`src/rtl/rr_sel_mux_reg_pkg.sv`:
```
// Shared types and constants for the round-robin / direct selector with registered output.
package rr_sel_mux_reg_pkg;

  typedef enum logic {
    ST_EMPTY = 1'b0,
    ST_FULL  = 1'b1
  } state_e;

  localparam logic MODE_DIRECT = 1'b0;
  localparam logic MODE_RR     = 1'b1;

  localparam int XFER_W = 16;

endpackage

```
`src/rtl/rr_sel_mux_reg_if.sv`:
```
// Handshake bundle between the channel sources, the selector and the writeback stage.
interface rr_sel_mux_reg_if #(
  parameter int WIDTH = 32,
  parameter int N     = 16,
  parameter int SELW  = 4
);
  logic [N*WIDTH-1:0] in_data;
  logic [N-1:0]       in_valid;
  logic [N-1:0]       in_ready;
  logic               mode;
  logic [SELW-1:0]    sel;
  logic [WIDTH-1:0]   out_data;
  logic [SELW-1:0]    out_chan;
  logic               out_valid;
  logic               out_ready;
  logic [15:0]        xfer_cnt;

  modport master (
    output in_data, in_valid, mode, sel, out_ready,
    input  in_ready, out_data, out_chan, out_valid, xfer_cnt
  );

  modport slave (
    input  in_data, in_valid, mode, sel, out_ready,
    output in_ready, out_data, out_chan, out_valid, xfer_cnt
  );
endinterface

```
`src/rtl/rr_sel_mux_reg_pick.sv`:
```
// Rotating priority encoder: first set request after ptr, wrapping modulo N.
module rr_sel_mux_reg_pick #(
  parameter int N    = 16,
  parameter int SELW = 4
) (
  input  logic [N-1:0]    req,
  input  logic [SELW-1:0] ptr,
  output logic            found,
  output logic [SELW-1:0] idx
);

  // Offset 1 is the highest priority, offset N (ptr itself) the lowest.
  always_comb begin
    found = 1'b0;
    idx   = '0;
    for (int i = 1; i <= N; i++) begin
      if (!found && req[(int'(ptr) + i) % N]) begin
        found = 1'b1;
        idx   = SELW'((int'(ptr) + i) % N);
      end else begin
        found = found;
      end
    end
  end

endmodule

```
`src/rtl/rr_sel_mux_reg.sv`:
```
// N-to-1 selector (direct or round-robin) feeding a one-entry valid/ready output register.
module rr_sel_mux_reg
  import rr_sel_mux_reg_pkg::*;
#(
  parameter int WIDTH = 32,
  parameter int N     = 16,
  parameter int SELW  = 4
) (
  input logic              clk,
  input logic              reset_n,
  rr_sel_mux_reg_if.slave  bus
);

  state_e              state_q, state_d;
  logic [WIDTH-1:0]    out_data_q, out_data_d;
  logic [SELW-1:0]     out_chan_q, out_chan_d;
  logic [SELW-1:0]     rr_ptr_q, rr_ptr_d;
  logic [XFER_W-1:0]   xfer_cnt_q, xfer_cnt_d;

  logic                can_load_s;
  logic                dir_hit_s;
  logic                rr_found_s;
  logic [SELW-1:0]     rr_idx_s;
  logic                grant_found_s;
  logic [SELW-1:0]     grant_idx_s;
  logic [WIDTH-1:0]    grant_data_s;
  logic                load_s;
  logic                xfer_s;
  logic [N-1:0]        in_ready_s;

  rr_sel_mux_reg_pick #(.N(N), .SELW(SELW)) u_pick (
    .req   (bus.in_valid),
    .ptr   (rr_ptr_q),
    .found (rr_found_s),
    .idx   (rr_idx_s)
  );

  // Grant decision; reset forces no grant so nothing is taken while the block is held.
  always_comb begin
    can_load_s    = reset_n && ((state_q == ST_EMPTY) || bus.out_ready);
    dir_hit_s     = 1'b0;
    grant_data_s  = '0;
    in_ready_s    = '0;
    for (int k = 0; k < N; k++) begin
      if (bus.sel == SELW'(k)) begin
        dir_hit_s = bus.in_valid[k];
      end else begin
        dir_hit_s = dir_hit_s;
      end
    end
    if (bus.mode == MODE_RR) begin
      grant_found_s = rr_found_s;
      grant_idx_s   = rr_idx_s;
    end else begin
      grant_found_s = dir_hit_s;
      grant_idx_s   = bus.sel;
    end
    load_s = can_load_s && grant_found_s;
    for (int k = 0; k < N; k++) begin
      if (grant_idx_s == SELW'(k)) begin
        grant_data_s  = bus.in_data[k*WIDTH +: WIDTH];
        in_ready_s[k] = load_s;
      end else begin
        in_ready_s[k] = 1'b0;
      end
    end
  end

  // Next state of the output register, pointer and transfer counter.
  always_comb begin
    xfer_s     = (state_q == ST_FULL) && bus.out_ready;
    state_d    = state_q;
    out_data_d = out_data_q;
    out_chan_d = out_chan_q;
    rr_ptr_d   = rr_ptr_q;
    if (load_s) begin
      state_d    = ST_FULL;
      out_data_d = grant_data_s;
      out_chan_d = grant_idx_s;
      rr_ptr_d   = grant_idx_s;
    end else if (xfer_s) begin
      state_d = ST_EMPTY;
    end else begin
      state_d = state_q;
    end
    xfer_cnt_d = xfer_cnt_q + {{(XFER_W-1){1'b0}}, xfer_s};
  end

  // Output register FSM and counters.
  always_ff @(posedge clk or negedge reset_n) begin
    if (!reset_n) begin
      state_q    <= ST_EMPTY;
      out_data_q <= '0;
      out_chan_q <= '0;
      rr_ptr_q   <= SELW'(N-1);
      xfer_cnt_q <= '0;
    end else begin
      state_q    <= state_d;
      out_data_q <= out_data_d;
      out_chan_q <= out_chan_d;
      rr_ptr_q   <= rr_ptr_d;
      xfer_cnt_q <= xfer_cnt_d;
    end
  end

  assign bus.in_ready  = in_ready_s;
  assign bus.out_data  = out_data_q;
  assign bus.out_chan  = out_chan_q;
  assign bus.out_valid = (state_q == ST_FULL);
  assign bus.xfer_cnt  = xfer_cnt_q;

endmodule

```
`src/flat_wrapper.sv`:
```
// flat-port wrapper written by rule: the top's interface ports become plain ports
module rr_sel_mux_reg_flat import rr_sel_mux_reg_pkg::*;
#(
  parameter int WIDTH = 32,
  parameter int N     = 16,
  parameter int SELW  = 4
)
  (clk, reset_n, bus_in_data, bus_in_valid, bus_mode, bus_sel, bus_out_ready, bus_in_ready, bus_out_data, bus_out_chan, bus_out_valid, bus_xfer_cnt);
  rr_sel_mux_reg_if #(.WIDTH(WIDTH), .N(N), .SELW(SELW)) bus_i ();
  input logic clk;
  input logic reset_n;
  input wire logic [$bits(bus_i.in_data)-1:0] bus_in_data;
  input wire logic [$bits(bus_i.in_valid)-1:0] bus_in_valid;
  input wire logic [$bits(bus_i.mode)-1:0] bus_mode;
  input wire logic [$bits(bus_i.sel)-1:0] bus_sel;
  input wire logic [$bits(bus_i.out_ready)-1:0] bus_out_ready;
  output wire logic [$bits(bus_i.in_ready)-1:0] bus_in_ready;
  output wire logic [$bits(bus_i.out_data)-1:0] bus_out_data;
  output wire logic [$bits(bus_i.out_chan)-1:0] bus_out_chan;
  output wire logic [$bits(bus_i.out_valid)-1:0] bus_out_valid;
  output wire logic [$bits(bus_i.xfer_cnt)-1:0] bus_xfer_cnt;
  assign bus_i.in_data = bus_in_data;
  assign bus_i.in_valid = bus_in_valid;
  assign bus_i.mode = bus_mode;
  assign bus_i.sel = bus_sel;
  assign bus_i.out_ready = bus_out_ready;
  assign bus_in_ready = bus_i.in_ready;
  assign bus_out_data = bus_i.out_data;
  assign bus_out_chan = bus_i.out_chan;
  assign bus_out_valid = bus_i.out_valid;
  assign bus_xfer_cnt = bus_i.xfer_cnt;
  rr_sel_mux_reg #(.WIDTH(WIDTH), .N(N), .SELW(SELW)) u_core (.clk(clk), .reset_n(reset_n), .bus(bus_i));
endmodule
```
`config.mk`:
```
export PLATFORM = sky130hd
export DESIGN_NAME = rr_sel_mux_reg_flat
export DESIGN_NICKNAME = d
export VERILOG_FILES = /design/src/rtl/rr_sel_mux_reg_pkg.sv /design/src/rtl/rr_sel_mux_reg_if.sv /design/src/rtl/rr_sel_mux_reg_pick.sv /design/src/rtl/rr_sel_mux_reg.sv /design/src/flat_wrapper.sv
export SDC_FILE = /design/constraint.sdc
export NUM_CORES = 1
export LEC_CHECK = 0
export ABC_AREA = 1
export CORE_AREA = 2 2 237 239
export CTS_BUF_LIST = sky130_fd_sc_hd__clkbuf_2 sky130_fd_sc_hd__clkbuf_4 sky130_fd_sc_hd__clkbuf_8
export CTS_CLUSTER_SIZE = 14
export DETAILED_ROUTE_END_ITERATION = 8
export DIE_AREA = 0 0 239 241
export GPL_TIMING_DRIVEN = 1
export PLACE_DENSITY = 0.43
export SKIP_LAST_GASP = 1
export SLEW_MARGIN = 20
export SYNTH_ARGS = -nofsm -noshare
export SYNTH_HDL_FRONTEND = slang
export SYNTH_SLANG_ARGS = --single-unit
```
`constraint.sdc`:
```
create_clock -name clk -period 5.5 [get_ports clk]
set_input_delay 1.375 -clock clk [delete_from_list [all_inputs] [get_ports clk]]
set_output_delay 1.375 -clock clk [all_outputs]
set_load 0.03 [all_outputs]
```
# [Word level (Yosys, flattened, before mapping)]
# Cells that the tools add are included.
[totals] reg_bits=57 in_bits=536 out_inout_bits=69 word_cells=270
[op_classes] add_sub_neg=17 magnitude_cmp=16 eq_ne=30 muxes=132 n_bitwise=17 n_reduce_logical=53
[ops] operator="32-bit 2-to-1 mux" n=16
[ops] operator="5-bit by 6-bit less-than comparator with 1-bit output (second input constant)" n=16
[ops] operator="1-bit 2-to-1 mux" n=83
[ops] operator="4-bit 2-to-1 mux" n=17
[ops] operator="1-bit binary-select mux with 4-bit select" n=16
[ops] operator="4-bit equality test (second input constant)" n=16
[ops] operator="4-bit OR reduction" n=16
[ops] operator="4-bit adder (second input constant)" n=8
[ops] operator="4-bit by 3-bit equality test with 1-bit output (second input constant)" n=8
[ops] operator="1-bit logical AND" n=18
[ops] operator="16-bit by 1-bit adder with 16-bit output" n=1
[ops] operator="4-bit by 3-bit adder with 4-bit output (second input constant)" n=4
[ops] operator="1-bit AND (first input constant)" n=16
[ops] operator="4-bit by 2-bit equality test with 1-bit output (second input constant)" n=4
[ops] operator="1-bit zero test" n=15
[ops] operator="4-bit by 1-bit adder with 4-bit output (second input constant)" n=2
[ops] operator="4-bit by 2-bit adder with 4-bit output (second input constant)" n=2
[ops] operator="4-bit by 1-bit equality test with 1-bit output (second input constant)" n=2
[ops] operator="4-bit zero test" n=2
[ops] operator="2-bit nonzero test" n=1
[ops] operator="1-bit logical OR" n=1
[ops] operator="1-bit NOT" n=1

# [Depth between registers and ports, before layout]
# Gate-level depths: netlist of the first run.
[logic_depth] word_depth=70 depth_mapped=38 depth_no_buf=36

# [Hierarchy]
# From an unflattened synthesis of the first run, not the netlist that was laid out.
[unflattened] cells_unflattened=1670 area_unflattened_um2=8837.2
[modules_own_cells] mod="rr_sel_mux_reg" instances=1 cells_per_inst=1325 area_per_inst_um2=7031.7 seq_area_each_um2=1431.4
[modules_own_cells] mod="rr_sel_mux_reg_pick" instances=1 cells_per_inst=345 area_per_inst_um2=1805.5 seq_area_each_um2=0.0

# [Worst setup path before layout of the first run]
# No wires, ideal clock.
[synth_timing] path_kind="input port to output port" startpoint="input bus_in_valid[6]" endpoint="output bus_in_ready[0]" t_arrival_ps=4304 required_time_ps=4125 setup_slack_ps=-179 cell_stages=21 n_path_buf=0 cell_sequence="nand2_1 > nand3_1 > nand3_1 > nand2_1 > nand2_1 > nand2_2 > nor2_8 > nand4_2 > nor2_2 > nand4_2 > nor2_4 > nand4_4 > nor2_4 > nand4_1 > nand2_1 > inv_1 > nand2_2 > nand2_4 > nor2_2 > inv_1 > nor4_1"
[synth_between] elab_chain_cells=52 elab_cells_between_ends=125 classes_between="mux: 93; reduce/logical: 32"
[synth_rtl] element="from (decl)" line_no="flat_wrapper.sv:13" rtl="input wire logic [$bits(bus_i.in_valid)-1:0] bus_in_valid;"
[synth_rtl] element="1-bit binary-select mux with 4-bit select" line_no="rr_sel_mux_reg_pick.sv:17" rtl="if (!found && req[(int'(ptr) + i) % N]) begin"
[synth_rtl] element="1-bit 2-to-1 mux (not written as such) (2 in a row)" line_no="rr_sel_mux_reg_pick.sv:17"
[synth_rtl] element="1-bit 2-to-1 mux" line_no="rr_sel_mux_reg_pick.sv:17"
[synth_rtl] element="1-bit zero test" line_no="rr_sel_mux_reg_pick.sv:17"
[synth_rtl] element="1-bit logical AND" line_no="rr_sel_mux_reg_pick.sv:17"
[synth_rtl] element="1-bit 2-to-1 mux" line_no="rr_sel_mux_reg_pick.sv:17"
[synth_rtl] element="1-bit zero test" line_no="rr_sel_mux_reg_pick.sv:17"
[synth_rtl] element="1-bit logical AND" line_no="rr_sel_mux_reg_pick.sv:17"
[synth_rtl] element="(+35 left out)"
[synth_rtl] element="1-bit logical AND" line_no="rr_sel_mux_reg_pick.sv:17"
[synth_rtl] element="1-bit 2-to-1 mux" line_no="rr_sel_mux_reg_pick.sv:17"
[synth_rtl] element="1-bit zero test" line_no="rr_sel_mux_reg_pick.sv:17"
[synth_rtl] element="1-bit logical AND" line_no="rr_sel_mux_reg_pick.sv:17"
[synth_rtl] element="4-bit 2-to-1 mux or 1-bit 2-to-1 mux (tied branches)" line_no="rr_sel_mux_reg_pick.sv:17"
[synth_rtl] element="4-bit 2-to-1 mux or 1-bit 2-to-1 mux (tied branches)" line_no="rr_sel_mux_reg.sv:51" rtl="if (bus.mode == MODE_RR) begin"
[synth_rtl] element="4-bit zero test or 1-bit logical AND (tied branches)" line_no="rr_sel_mux_reg.sv:60, rr_sel_mux_reg.sv:58"
[synth_rtl] element="1-bit 2-to-1 mux *" line_no="rr_sel_mux_reg.sv:60" rtl="if (grant_idx_s == SELW'(k)) begin"
[synth_rtl] element="to (decl)" line_no="flat_wrapper.sv:17" rtl="output wire logic [$bits(bus_i.in_ready)-1:0] bus_in_ready;"
# Every way passes the cells marked *; elsewhere a longest branch is shown, timed or not. The select of a mux whose other input is x is not followed.

# [Final worst setup path of the first run]
[layout_timing] startpoint="input bus_in_valid[5]" endpoint="output bus_in_ready[13]"
[layout_between] elab_chain_cells=52 elab_cells_between_ends=126 classes_between="eq/ne: 1; mux: 94; reduce/logical: 31"
[layout_rtl] element="1-bit binary-select mux with 4-bit select" line_no="rr_sel_mux_reg_pick.sv:17"
[layout_rtl] element="1-bit 2-to-1 mux (not written as such) (2 in a row)" line_no="rr_sel_mux_reg_pick.sv:17"
[layout_rtl] element="1-bit 2-to-1 mux" line_no="rr_sel_mux_reg_pick.sv:17"
[layout_rtl] element="1-bit zero test" line_no="rr_sel_mux_reg_pick.sv:17"
[layout_rtl] element="1-bit logical AND" line_no="rr_sel_mux_reg_pick.sv:17"
[layout_rtl] element="1-bit 2-to-1 mux" line_no="rr_sel_mux_reg_pick.sv:17"
[layout_rtl] element="1-bit zero test" line_no="rr_sel_mux_reg_pick.sv:17"
[layout_rtl] element="1-bit logical AND" line_no="rr_sel_mux_reg_pick.sv:17"
[layout_rtl] element="(+35 left out)"
[layout_rtl] element="1-bit logical AND" line_no="rr_sel_mux_reg_pick.sv:17"
[layout_rtl] element="1-bit 2-to-1 mux" line_no="rr_sel_mux_reg_pick.sv:17"
[layout_rtl] element="1-bit zero test" line_no="rr_sel_mux_reg_pick.sv:17"
[layout_rtl] element="1-bit logical AND" line_no="rr_sel_mux_reg_pick.sv:17"
[layout_rtl] element="4-bit 2-to-1 mux or 1-bit 2-to-1 mux (tied branches)" line_no="rr_sel_mux_reg_pick.sv:17"
[layout_rtl] element="4-bit 2-to-1 mux or 1-bit 2-to-1 mux (tied branches)" line_no="rr_sel_mux_reg.sv:51"
[layout_rtl] element="4-bit equality test or 1-bit logical AND (tied branches)" line_no="rr_sel_mux_reg.sv:60, rr_sel_mux_reg.sv:58"
[layout_rtl] element="1-bit 2-to-1 mux *" line_no="rr_sel_mux_reg.sv:60"
# Marked as above.

==> out/metrics.csv, run 1 <==
metric;value;unit
hold slack;0.481;ns
Worst R2R Start;u_core.rr_ptr_q[1]$_DFFE_PN1P_;
failing checks;setup timing;
ANT nets after route;0;
Worst Hold Class;reg -> reg;
Critical Path Most Common Cell;nand2_2;
slowest cell on the critical path;nor3_4;
placed insts;3024;
Final min period;5.67;ns
vias in the first global route;13815;
worst skew pair latency;0.37;ns
worst path bufs/invs;6;
Reg2Reg Depth;36;
WP depth;26;
global route overflow;0;
# rows;86;
Hold Crit Start;u_core.bus.out_data[5]$_DFFE_PN0P_;
reg-to-reg endpoint;u_core.bus.out_data[24]$_DFFE_PN0P_;
Syn. warnings;0;
maximum fanout along the worst path;5;
critical path arrival;4.29;ns
Final Hold Viols;0;
syn_nets;2163;
setup_tns;-0.809;ns
Seq/Total Area, Yosys;16.2;%
H-tree Lvls;3;
via count;13742;
unrepaired setup endpoints after global routing;true;
synthesized area;0.00882;mm²
DIE WIDTH;239;µm
power per standard cell area;763;mW/mm²
largest net degree at the start of global routing;38;
Post-synth EDFFs;0;
synth-to-layout area growth;107;%
number of hold buffers added after cts;0;
FF-to-FF setup slack;0.29;ns
global placer's final weighted congestion;0.986;
Slew HR;58.6;%
initial core utilization;16.1;%
Slew @ Worst Pin;0.621;ns
DR WL/cell;21.4;µm
vias per cell;4.47;
number of buffers created by CTS;9;
Worst Setup End Kind;primary output;
Layout Nets;2909;
area leader, netlist;nand2_1;
Seq cells post-synth;57;
Cells after Synth;1617;
worst setup margin;-0.168;ns
status;complete, but fails checks;
die area;0.0576;mm²
clk sinks;57;
Root Driver;clkbuf_8;
Synth Flop Type;dfrtp_1;
Top Ports;605;
share of layout cells above drive strength 1;19.8;%
largest cells by area after synthesis;nand2_1 (24%), dfrtp_1 (15%), nand3_1 (12%), nor2_1 (8.0%), nand4_1 (7.5%);
Max Cap Violations;0;
Min-Delay Endpoint;u_core.bus.out_data[5]$_DFFE_PN0P_;
CTS tree;yes;
Finish-stage setup viols;13;
Detailed Route WL;66.0;mm
Initial DRC Count;664;
Max Clock Freq;176;MHz
Layout Cells excl Fill;3075;
delay-heaviest family, CP;simple AND/OR/NAND/NOR gates;
DRC errors left;0;
ys async rst share;100;%
worst hold stages;2;
Worst Path Required;4.12;ns
Yosys top cell area share;24.5;%
Netlist cell types;48;
Mapped Avg Cell Area;5.46;µm²
hpwl dp;55.3;mm
initial antenna violation count;2;
Crit Path Category;in -> out;
worst-case vdd ir drop;328;µV
Clock Skew;0.00798;ns
Die H;241;µm
first-pass GRT wire length;91.4;mm
core area;0.0549;mm²
crit path launch type;primary input;
leakage;8.20;nW
clk buf depth;2;
DRT Pass-1 Iters;5;
Tcrit/Tclk final;103;%
Layout Utilization;33.2;%
Max Slew Vio Count;0;
CP max stage delay;0.24;ns
Total Routing Usage GR;21.7;%
# port buffers;604;
Clk pin slew, worst setup/hold paths;0.06;ns
cell type report:
| cell class | count | area (µm²) |
|---|---|---|
| multi-input cells | 1316 | 6930 |
| diodes | 3 | 7.51 |
| clock buffers | 12 | 165 |
| flip-flops and latches | 57 | 1430 |
| repair inverters | 1 | 7.51 |
| repair buffers | 821 | 8140 |
| well taps | 704 | 881 |
| clock inverters | 4 | 73.8 |
| inverters | 157 | 601 |
| fillers | 6031 | 36600 |
what timing repair did:
| item | in CTS | in global routing |
|---|---|---|
| endpoints found under the setup margin | 39 | 35 |
| cloned | 1 | 0 |
| buffers inserted | 26 | 8 |
| pin swaps | 60 | 38 |
| resized for setup | 217 | 42 |
power by group:
part	switching (W)	internal [W]
Combinational	0.00767	0.00502
Clock	0.000195	0.000292
Sequential	0.000134	0.000616
Total	0.00800	0.00593
cells by family after synthesis:
logic type | share of synthesized area (%)
buffers and inverters | 12.5
flip-flops | 16.2
adder cells (fa/ha/maj) | 1.42
XOR/XNOR | 2.55
AO/OA/AOI/OAI | 7.05
AND/OR/NAND/NOR | 60.2
registers in the layout, summed over array words and instances, names as in the netlist:
name / cells
u_core.bus.xfer_cnt: 16
u_core.bus.out_data: 32
u_core.rr_ptr_q: 4
u_core.bus.out_valid: 1
u_core.bus.out_chan: 4
worst max path at each step:
stage / from / endpoint / slack (ns)
2_1_floorplan: bus_in_valid[6] / bus_in_ready[4] / -0.09
3_3_place_gp: bus_in_valid[8] / bus_in_ready[1] / -0.93
3_5_place_dp: bus_in_valid[8] / bus_in_ready[1] / -0.89
4_1_cts: bus_in_valid[9] / bus_in_ready[1] / -0.18
5_1_grt: bus_in_valid[9] / bus_in_ready[1] / -0.39
6_report: bus_in_valid[5] / bus_in_ready[13] / -0.17
synthesized netlist by cell type, types with 2 or more instances:
library cell,count
nor2_8,3
inv_1,144
nor3b_1,2
inv_2,11
nand2_2,14
nand4_2,6
o21ai_0,13
nand2_8,2
nand3_2,10
nor4_1,3
nand3_1,210
o21a_1,3
a21oi_1,81
nor2_1,189
buf_4,10
xnor2_1,6
o21ai_1,2
xor2_2,2
nor2_4,6
a41oi_1,2
buf_6,11
clkbuf_1,21
nor2_2,7
o22ai_1,2
nand2_1,575
xor2_1,16
a22o_1,3
dfstp_2,4
buf_2,44
nand4_1,106
nand2_4,3
dfrtp_1,53
and2_1,2
o2111ai_1,2
or2_2,5
ha_1,10
nor3_1,23
cell usage in the layout, fill, tap and decap left out, types with 44 or more instances in the layout:
cell and n:
clkdlybuf4s50_1 571, nand2_1 525, buf_4 180, nand3_1 176
nor2_1 175, inv_1 139, nand4_1 106, a21oi_1 79
nand2_2 55, dfrtp_1 53, nand3_2 44
tightest hold or removal path, delay by kind of cell, from the launching register on:
family | cells | cell delay [ns]
flip-flops | 1 | 0.35
AND/OR/NAND/NOR | 2 | 0.10
metal layers:
layer / wire length [µm] / global-route usage [%] / part of all wire (%)
met5: 8 / 0 / 0.012
met4: 1100 / 4.41 / 1.7
met3: 5160 / 4.69 / 7.8
met2: 32200 / 38.3 / 49
met1: 27500 / 27.1 / 42
through the flow:
stage	total power [W]	worst slack, ns	cell area, µm²
finish	0.0139	-0.168	18200
global route	0.0151	-0.393	18200
CTS	0.0137	-0.176	18000
detailed placement	0.0125	-0.891	17000
global placement	0.0125	-0.934	17000
floorplan	0.00646	-0.0863	8830
Power figures use the tool's default switching activity.
==> inputs of run 2 (changes only) <==
--- a/config.mk
+++ b/config.mk
@@ -12,6 +12,7 @@
 export DETAILED_ROUTE_END_ITERATION = 8
 export DIE_AREA = 0 0 239 241
 export GPL_TIMING_DRIVEN = 1
+export MAX_ROUTING_LAYER = met4
 export PLACE_DENSITY = 0.43
 export SKIP_LAST_GASP = 1
 export SLEW_MARGIN = 20
==> run 2 against run 1 <==
  * The flow still finishes with violations (setup timing)
  * Power grew 1.5%
  * Core utilization rose by 0.16 points
  * Setup slack better by 0.074 ns
  * Critical path depth is 2 lower
  * Die area did not move
  * Clock skew fell by 0.0015 ns
  * Critical path type unchanged
  * Largest cell class unchanged
==> out/metrics.csv, run 2 (synthesized netlist as in run 1, its figures left out) <==
metric;value;unit;change
Pwr Total;0.0141;W;+1.5%
die area;0.0576;mm²;unchanged
commonest non-fill, non-tap cell in the layout;clkdlybuf4s50_1;;
# rows;86;;unchanged
Worst R2R Start;u_core.rr_ptr_q[1]$_DFFE_PN1P_;;
DR WL/cell;21.5;µm;+0.30%
Slew HR;45.7;%;-13 points
setup_tns;-0.472;ns;+0.337 ns
FILL cells;5950;;-1.3%
multi-input logic area;0.00710;mm²;+2.5%
Max Slew Vio Count;0;;unchanged
Worst Path Required;4.12;ns;about the same
max FFs per register;32;;unchanged
largest net degree at the start of global routing;58;;+53%
Finish-stage setup viols;9;;-4
crit path launch type;primary input;;
hpwl dp;55.2;mm;-0.23%
worst path bufs/invs;7;;+1
WP depth;24;;-7.7%
Root Driver;clkbuf_8;;
slowest cell on the critical path;nor3_4;;
Layout Utilization;33.4;%;+0.16 points
vias per cell;4.48;;+0.16%
leakage;8.16;nW;-0.46%
# port buffers;604;;unchanged
CP max stage delay;0.22;ns;-0.02 ns
DIE WIDTH;239;µm;unchanged
Reg2Reg Depth;36;;unchanged
number of buffers created by CTS;9;;unchanged
clock power share;3.0;%;-0.5 points
Max Clock Freq;179;MHz;+1.3%
vias in the first global route;14028;;+1.5%
Top Ports;605;;unchanged
first-pass GRT wire length;92.3;mm;+1.0%
Flop pwr share;5.3;%;about the same
global placer's final weighted congestion;0.961;;-2.6%
H-tree Lvls;3;;unchanged
Storage cell area;0.00143;mm²;unchanged
failing checks;setup timing;;
core area;0.0549;mm²;unchanged
Tcrit/Tclk final;102;%;-1.4 points
Crit Path Category;in -> out;;
Final min period;5.59;ns;-0.0743 ns
power per standard cell area;771;mW/mm²;+1.0%
initial antenna violation count;7;;+5
Final Hold Viols;0;;unchanged
ANT nets after route;0;;unchanged
FF-to-FF setup slack;0.27;ns;-0.02 ns
clk sinks;57;;unchanged
combinational share of power;91.7;%;+0.6 points
Worst Hold Class;reg -> reg;;
Die H;241;µm;unchanged
Layout Nets;2908;;-0.034%
critical path arrival;4.22;ns;-0.07 ns
Worst Setup End Kind;primary output;;
worst skew pair latency;0.38;ns;about the same
P_int;0.00594;W;+0.22%
maximum fanout along the worst path;4;;-1
Max Cap Violations;0;;unchanged
global route overflow;0;;unchanged
hold slack;0.479;ns;-0.00153 ns
crit-path cells;buf_2 -> nand2_2 -> nand3_1 -> nand3_2 -> nand3_2 -> nand2_4 -> nand4_4 -> nor2_4 -> buf_6 -> nand4_1 -> buf_4 -> nand4_1 -> a21oi_1 -> nand2_1 -> nor2_2 -> nand3_2 -> inv_1 -> nor2_2 -> nor2_2 -> nor2_4 -> clkinvlp_4 -> buf_6 -> nor3_4 -> buf_6;;
initial core utilization;16.1;%;unchanged
status;complete, but fails checks;;
Total Routing Usage GR;22.6;%;+0.86 points
Clock Skew;0.00646;ns;-0.00152 ns
Critical Path Source;bus_in_valid[12];;
clk buf depth;2;;unchanged
worst setup margin;-0.0934;ns;+0.0743 ns
worst hold stages;1;;-1
share of layout cells above drive strength 1;20.6;%;+0.81 points
commonest non-fill, non-tap cells in the layout;clkdlybuf4s50_1 (571), nand2_1 (522), buf_4 (184);;
sw frac;58.0;%;+0.55 points
unrepaired setup endpoints after global routing;true;;
Initial DRC Count;679;;+2.3%
Detailed Route WL;66.2;mm;+0.33%
DRT Pass-1 Iters;5;;unchanged
CP Capture Point;bus_in_ready[5];;
reg-to-reg endpoint;u_core.bus.out_data[27]$_DFFE_PN0P_;;
P_sw;0.00820;W;+2.5%
delay-heaviest family, CP;simple AND/OR/NAND/NOR gates;;
Slew @ Worst Pin;0.815;ns;+0.194 ns
DRC errors left;0;;unchanged
via count;13769;;+0.20%
CTS tree;yes;;
synth-to-layout area growth;108;%;
worst-case vdd ir drop;324;µV;-1.1%
Clk pin slew, worst setup/hold paths;0.08;ns;+0.02 ns
[run 2: changes by cell type in the layout (fill, tap and decap cells not counted), sizes merged]
cell	previous run	this run
clkinvlp	2	7
clkbuf	12	10
diode	3	5
buf	250	249
bufinv	2	1
clkinv	3	2
inv	155	154
[run 2: final cells by class]
cell class / instances / area share (%)
antenna: 5 / 0.0682
clock buffer: 10 / 0.751
clock inverter: 6 / 0.362
inverter: 157 / 3.36
multi-input combinational: 1316 / 38.7
sequential: 57 / 7.81
tap: 704 / 4.80
timing repair buffer: 820 / 44.1
timing repair inverter: 1 / 0.0409
[run 2: worst reg2reg max path: cells and delay by family, from the launching register on]
family                   cells  cell delay (ns)
adder cells (fa/ha/maj)      1             0.31
AND/OR/NAND/NOR             27             2.93
flip-flops                   1             0.56
buffers and inverters        8             1.32
[run 2: per-stage QoR]
stage | area, µm² | worst slack [ns] | std cells
3_5_place_dp | 17000 | -0.956 | 3018
6_report | 18300 | -0.0934 | 3076
2_1_floorplan | 8830 | -0.0863 | 1617
5_1_grt | 18300 | -0.310 | 3076
3_3_place_gp | 17000 | -0.989 | 3018
4_1_cts | 18100 | -0.100 | 3067
[run 2: per-layer routing]
layer | track usage, % | wire, µm | up-vias
met2 | 38.2 | 32000 | 534
met1 | 27.2 | 27900 | 6420
met4 | 5.97 | 1570 | 0
met5 | - | 0 | -
met3 | 4.71 | 4710 | 63
li1 | - | - | 6752
[run 2: what timing repair did]
action / 4_1_cts / 5_1_grt
endpoints found under the setup margin: 40 / 36
setup buffers: 33 / 4
gates resized for setup: 249 / 42
cloned: 1 / 0
pin swaps: 80 / 34
hold buffers: 0 / 0
endpoints found under the hold margin: 0 / 0
[run 2: worst min-delay path by stage]
| stage | startpoint | to | slack [ns] |
|---|---|---|---|
| 2_1_floorplan | u_core.bus.xfer_cnt[15]$_DFF_PN0_ | u_core.bus.xfer_cnt[15]$_DFF_PN0_ | 0.65 |
| 3_3_place_gp | u_core.bus.xfer_cnt[15]$_DFF_PN0_ | u_core.bus.xfer_cnt[15]$_DFF_PN0_ | 0.46 |
| 3_5_place_dp | u_core.bus.out_data[19]$_DFFE_PN0P_ | u_core.bus.out_data[19]$_DFFE_PN0P_ | 0.46 |
| 4_1_cts | u_core.bus.out_data[19]$_DFFE_PN0P_ | u_core.bus.out_data[19]$_DFFE_PN0P_ | 0.48 |
| 5_1_grt | u_core.bus.out_data[19]$_DFFE_PN0P_ | u_core.bus.out_data[19]$_DFFE_PN0P_ | 0.50 |
| 6_report | u_core.bus.xfer_cnt[15]$_DFF_PN0_ | u_core.bus.xfer_cnt[15]$_DFF_PN0_ | 0.48 |
[run 2: power groups by stage]
stage | combinational [W] | clock [W] | sequential, W
detailed placement | 0.0117 | 0 | 0.000740
finish | 0.0130 | 0.000427 | 0.000743
global placement | 0.0117 | 0 | 0.000738
global route | 0.0140 | 0.000461 | 0.000770
floorplan | 0.00544 | 0 | 0.00103
CTS | 0.0127 | 0.000449 | 0.000744
==> inputs of run 3 (changes only) <==
--- a/config.mk
+++ b/config.mk
@@ -6,14 +6,16 @@
 export NUM_CORES = 1
 export LEC_CHECK = 0
 export ABC_AREA = 1
-export CORE_AREA = 2 2 237 239
+export CELL_PAD_IN_SITES_DETAIL_PLACEMENT = 0
+export CELL_PAD_IN_SITES_GLOBAL_PLACEMENT = 2
+export CORE_ASPECT_RATIO = 0.5
+export CORE_MARGIN = 2
+export CORE_UTILIZATION = 16
 export CTS_BUF_LIST = sky130_fd_sc_hd__clkbuf_2 sky130_fd_sc_hd__clkbuf_4 sky130_fd_sc_hd__clkbuf_8
 export CTS_CLUSTER_SIZE = 14
 export DETAILED_ROUTE_END_ITERATION = 8
-export DIE_AREA = 0 0 239 241
 export GPL_TIMING_DRIVEN = 1
-export MAX_ROUTING_LAYER = met4
-export PLACE_DENSITY = 0.43
+export PLACE_DENSITY = 0.82
 export SKIP_LAST_GASP = 1
 export SLEW_MARGIN = 20
 export SYNTH_ARGS = -nofsm -noshare
==> run 3 against run 2 <==
  * Die area decreased by 0.78%
  * Clock-buffer cell count increased by 1
  * Setup slack got worse by 0.046 ns
  * Clock power increased by 12%
  * Sequential power increased by 3.6%
  * Global-route usage increased by 1.3 points
  * Routed wire length increased by 7.7%
  * Clock skew increased by 0.00089 ns
  * Sequential cell count unchanged
  * The run still ends with setup timing left
  * Critical path type unchanged
  * Non-clock buffer count increased by 42
  * Combinational power about the same
==> out/metrics.csv, run 3 (synthesized netlist as in run 1, its figures left out) <==
metric;value;unit;change
status;complete, but fails checks;;
failing checks;setup timing;;
synth-to-layout area growth;114;%;
via count;13980;;+1.5%
clk buf depth;2;;unchanged
# rows;60;;-30%
leakage;8.51;nW;+4.2%
DR WL/cell;22.6;µm;+4.9%
Worst Setup End Kind;primary output;;
P_int;0.00609;W;+2.5%
DRT Pass-1 Iters;5;;unchanged
P_sw;0.00816;W;-0.48%
Root Driver;clkbuf_8;;
power per standard cell area;753;mW/mm²;-2.3%
H-tree Lvls;3;;unchanged
combinational share of power;91.2;%;-0.5 points
initial antenna violation count;5;;-2
max FFs per register;32;;unchanged
Worst Hold Class;reg -> reg;;
Top Ports;605;;unchanged
commonest non-fill, non-tap cell in the layout;clkdlybuf4s50_1;;
Slew HR;44.4;%;-1.3 points
Flop pwr share;5.4;%;about the same
Die H;170;µm;-29%
worst skew pair latency;0.38;ns;about the same
worst slack at placement;-0.674;ns;+0.282 ns
Total Routing Usage GR;23.9;%;+1.3 points
hpwl dp;60.6;mm;+9.8%
initial core utilization;16.3;%;+0.22 points
critical path arrival;4.26;ns;+0.04 ns
CP Capture Point;bus_in_ready[0];;
crit path launch type;primary input;;
clk sinks;57;;unchanged
die area;0.0571;mm²;-0.78%
Clock Skew;0.00735;ns;+0.000893 ns
maximum fanout along the worst path;6;;+2
vias per cell;4.43;;-1.1%
core area;0.0541;mm²;-1.4%
Final Hold Viols;0;;unchanged
commonest non-fill, non-tap cells in the layout;clkdlybuf4s50_1 (571), nand2_1 (521), buf_4 (214);;
vias in the first global route;13599;;-3.1%
Layout Nets;2950;;+1.4%
Reg2Reg Depth;39;;+8.3%
global placer's final weighted congestion;0.991;;+3.1%
worst setup margin;-0.139;ns;-0.0460 ns
reg-to-reg endpoint;u_core.bus.out_data[9]$_DFFE_PN0P_;;
Critical Path Source;bus_in_valid[13];;
unrepaired setup endpoints after global routing;true;;
Max Clock Freq;177;MHz;-0.82%
Layout Cells excl Fill;3158;;+2.7%
Crit Path Category;in -> out;;
ANT nets after route;0;;unchanged
number of buffers created by CTS;9;;unchanged
sw frac;57.3;%;-0.72 points
Pwr Total;0.0142;W;+0.76%
DIE WIDTH;336;µm;+41%
share of layout cells above drive strength 1;22.4;%;+1.8 points
clock power share;3.4;%;+0.4 points
CTS tree;yes;;
placed insts;3083;;+2.2%
Final min period;5.64;ns;+0.0460 ns
worst-case vdd ir drop;302;µV;-6.9%
Clk pin slew, worst setup/hold paths;0.07;ns;about the same
first-pass GRT wire length;98.1;mm;+6.3%
Initial DRC Count;1156;;+70%
Tcrit/Tclk final;103;%;+0.84 points
DRC errors left;0;;unchanged
# port buffers;604;;unchanged
Detailed Route WL;71.3;mm;+7.7%
global route overflow;0;;unchanged
Worst R2R Start;u_core.rr_ptr_q[1]$_DFFE_PN1P_;;
Max Slew Vio Count;0;;unchanged
Slew @ Worst Pin;0.834;ns;+0.0189 ns
Worst Path Required;4.12;ns;about the same
largest net degree at the start of global routing;58;;unchanged
FF-to-FF setup slack;0.29;ns;+0.02 ns
Max Cap Violations;0;;unchanged
Finish-stage setup viols;14;;+5
-- run 3: cell types whose count changed in the layout (fill, tap and decap cells not counted), moves of 3 or more --
cell	delta
buf_4	+30
nand3_4	+8
clkinvlp_4	-4
nor2_2	+3
nor2_4	+3
nand2_2	-16
buf_8	+4
nor3_4	-4
nand2_4	+17
buf_6	+5
nor2_1	-6
nand3_1	-6
-- run 3: how the worst min path moves through the flow --
stage	start	endpoint	slack [ns]	depth (start not counted)
floorplan	u_core.bus.xfer_cnt[15]$_DFF_PN0_	u_core.bus.xfer_cnt[15]$_DFF_PN0_	0.65	1
global placement	u_core.bus.out_data[12]$_DFFE_PN0P_	u_core.bus.out_data[12]$_DFFE_PN0P_	0.46	2
detailed placement	u_core.bus.out_data[3]$_DFFE_PN0P_	u_core.bus.out_data[3]$_DFFE_PN0P_	0.46	2
CTS	u_core.bus.out_data[3]$_DFFE_PN0P_	u_core.bus.out_data[3]$_DFFE_PN0P_	0.49	2
global route	u_core.bus.out_chan[2]$_DFFE_PN0P_	u_core.bus.out_chan[2]$_DFFE_PN0P_	0.51	2
finish	u_core.bus.out_data[30]$_DFFE_PN0P_	u_core.bus.out_data[30]$_DFFE_PN0P_	0.48	2
-- run 3: metal layers --
metal / up-vias / share of wire, % / GRT usage [%]
met5: - / 0 / 0
li1: 6832 / - / -
met2: 406 / 49 / 41.1
met3: 73 / 5.0 / 2.99
met1: 6669 / 44 / 32.1
met4: 0 / 2.0 / 4.80
-- run 3: final cells by class --
type | instances | area [µm²]
Clock buffer | 11 | 145
Timing Repair Buffer | 862 | 8450
Antenna cell | 5 | 12.5
Clock inverter | 5 | 78.8
Fill cell | 5878 | 35200
Sequential cell | 57 | 1440
Tap cell | 744 | 931
Multi-Input combinational cell | 1316 | 7250
Inverter | 157 | 609
Timing Repair inverter | 1 | 7.51
-- run 3: power groups by stage --
| stage | registers, W | clock network, W | logic, W |
|---|---|---|---|
| floorplan | 0.00103 | 0 | 0.00544 |
| global placement | 0.000760 | 0 | 0.0114 |
| detailed placement | 0.000758 | 0 | 0.0113 |
| CTS | 0.000763 | 0.000502 | 0.0122 |
| global route | 0.000791 | 0.000515 | 0.0140 |
| finish | 0.000770 | 0.000480 | 0.0130 |
-- run 3: per-stage QoR --
stage	setup TNS (ns)	util, %	hold slack, ns	instance area, µm²
after global placement	-23.08	31.7	0.463	17200
after CTS	-0.873	33.6	0.486	18200
final	-1.05	34.9	0.482	18900
after floorplan	-0.262	-	0.653	8830
after global routing	-4.33	34.9	0.506	18900
after detailed placement	-23.12	31.7	0.465	17200
-- run 3: timing repair --
action | in CTS | in global routing
pin swaps | 61 | 68
hold endpoints to repair | 0 | 0
resized for setup | 223 | 118
cloned | 1 | 0
setup buffers | 31 | 26
hold buffers | 0 | 0
endpoints found under the setup margin | 33 | 28
-- run 3: worst max-delay path, cell delays in order --
cell	delay [ns]
buf_6	0.11
nand2_2	0.10
nand3_2	0.10
nand2_1	0.08
nor2_1	0.04
a31oi_1	0.22
nand2_1	0.10
o21ai_2	0.12
buf_6	0.14
inv_1	0.04
nand4_1	0.13
buf_4	0.14
nor2_1	0.03
nor2_1	0.10
nand3_1	0.08
nor2_1	0.09
nand3_1	0.08
nor2_1	0.10
nand2_1	0.08
nand2_2	0.08
nand2_4	0.09
buf_4	0.16
nor2_4	0.15
inv_4	0.07
nor4_2	0.21
buf_4	0.24
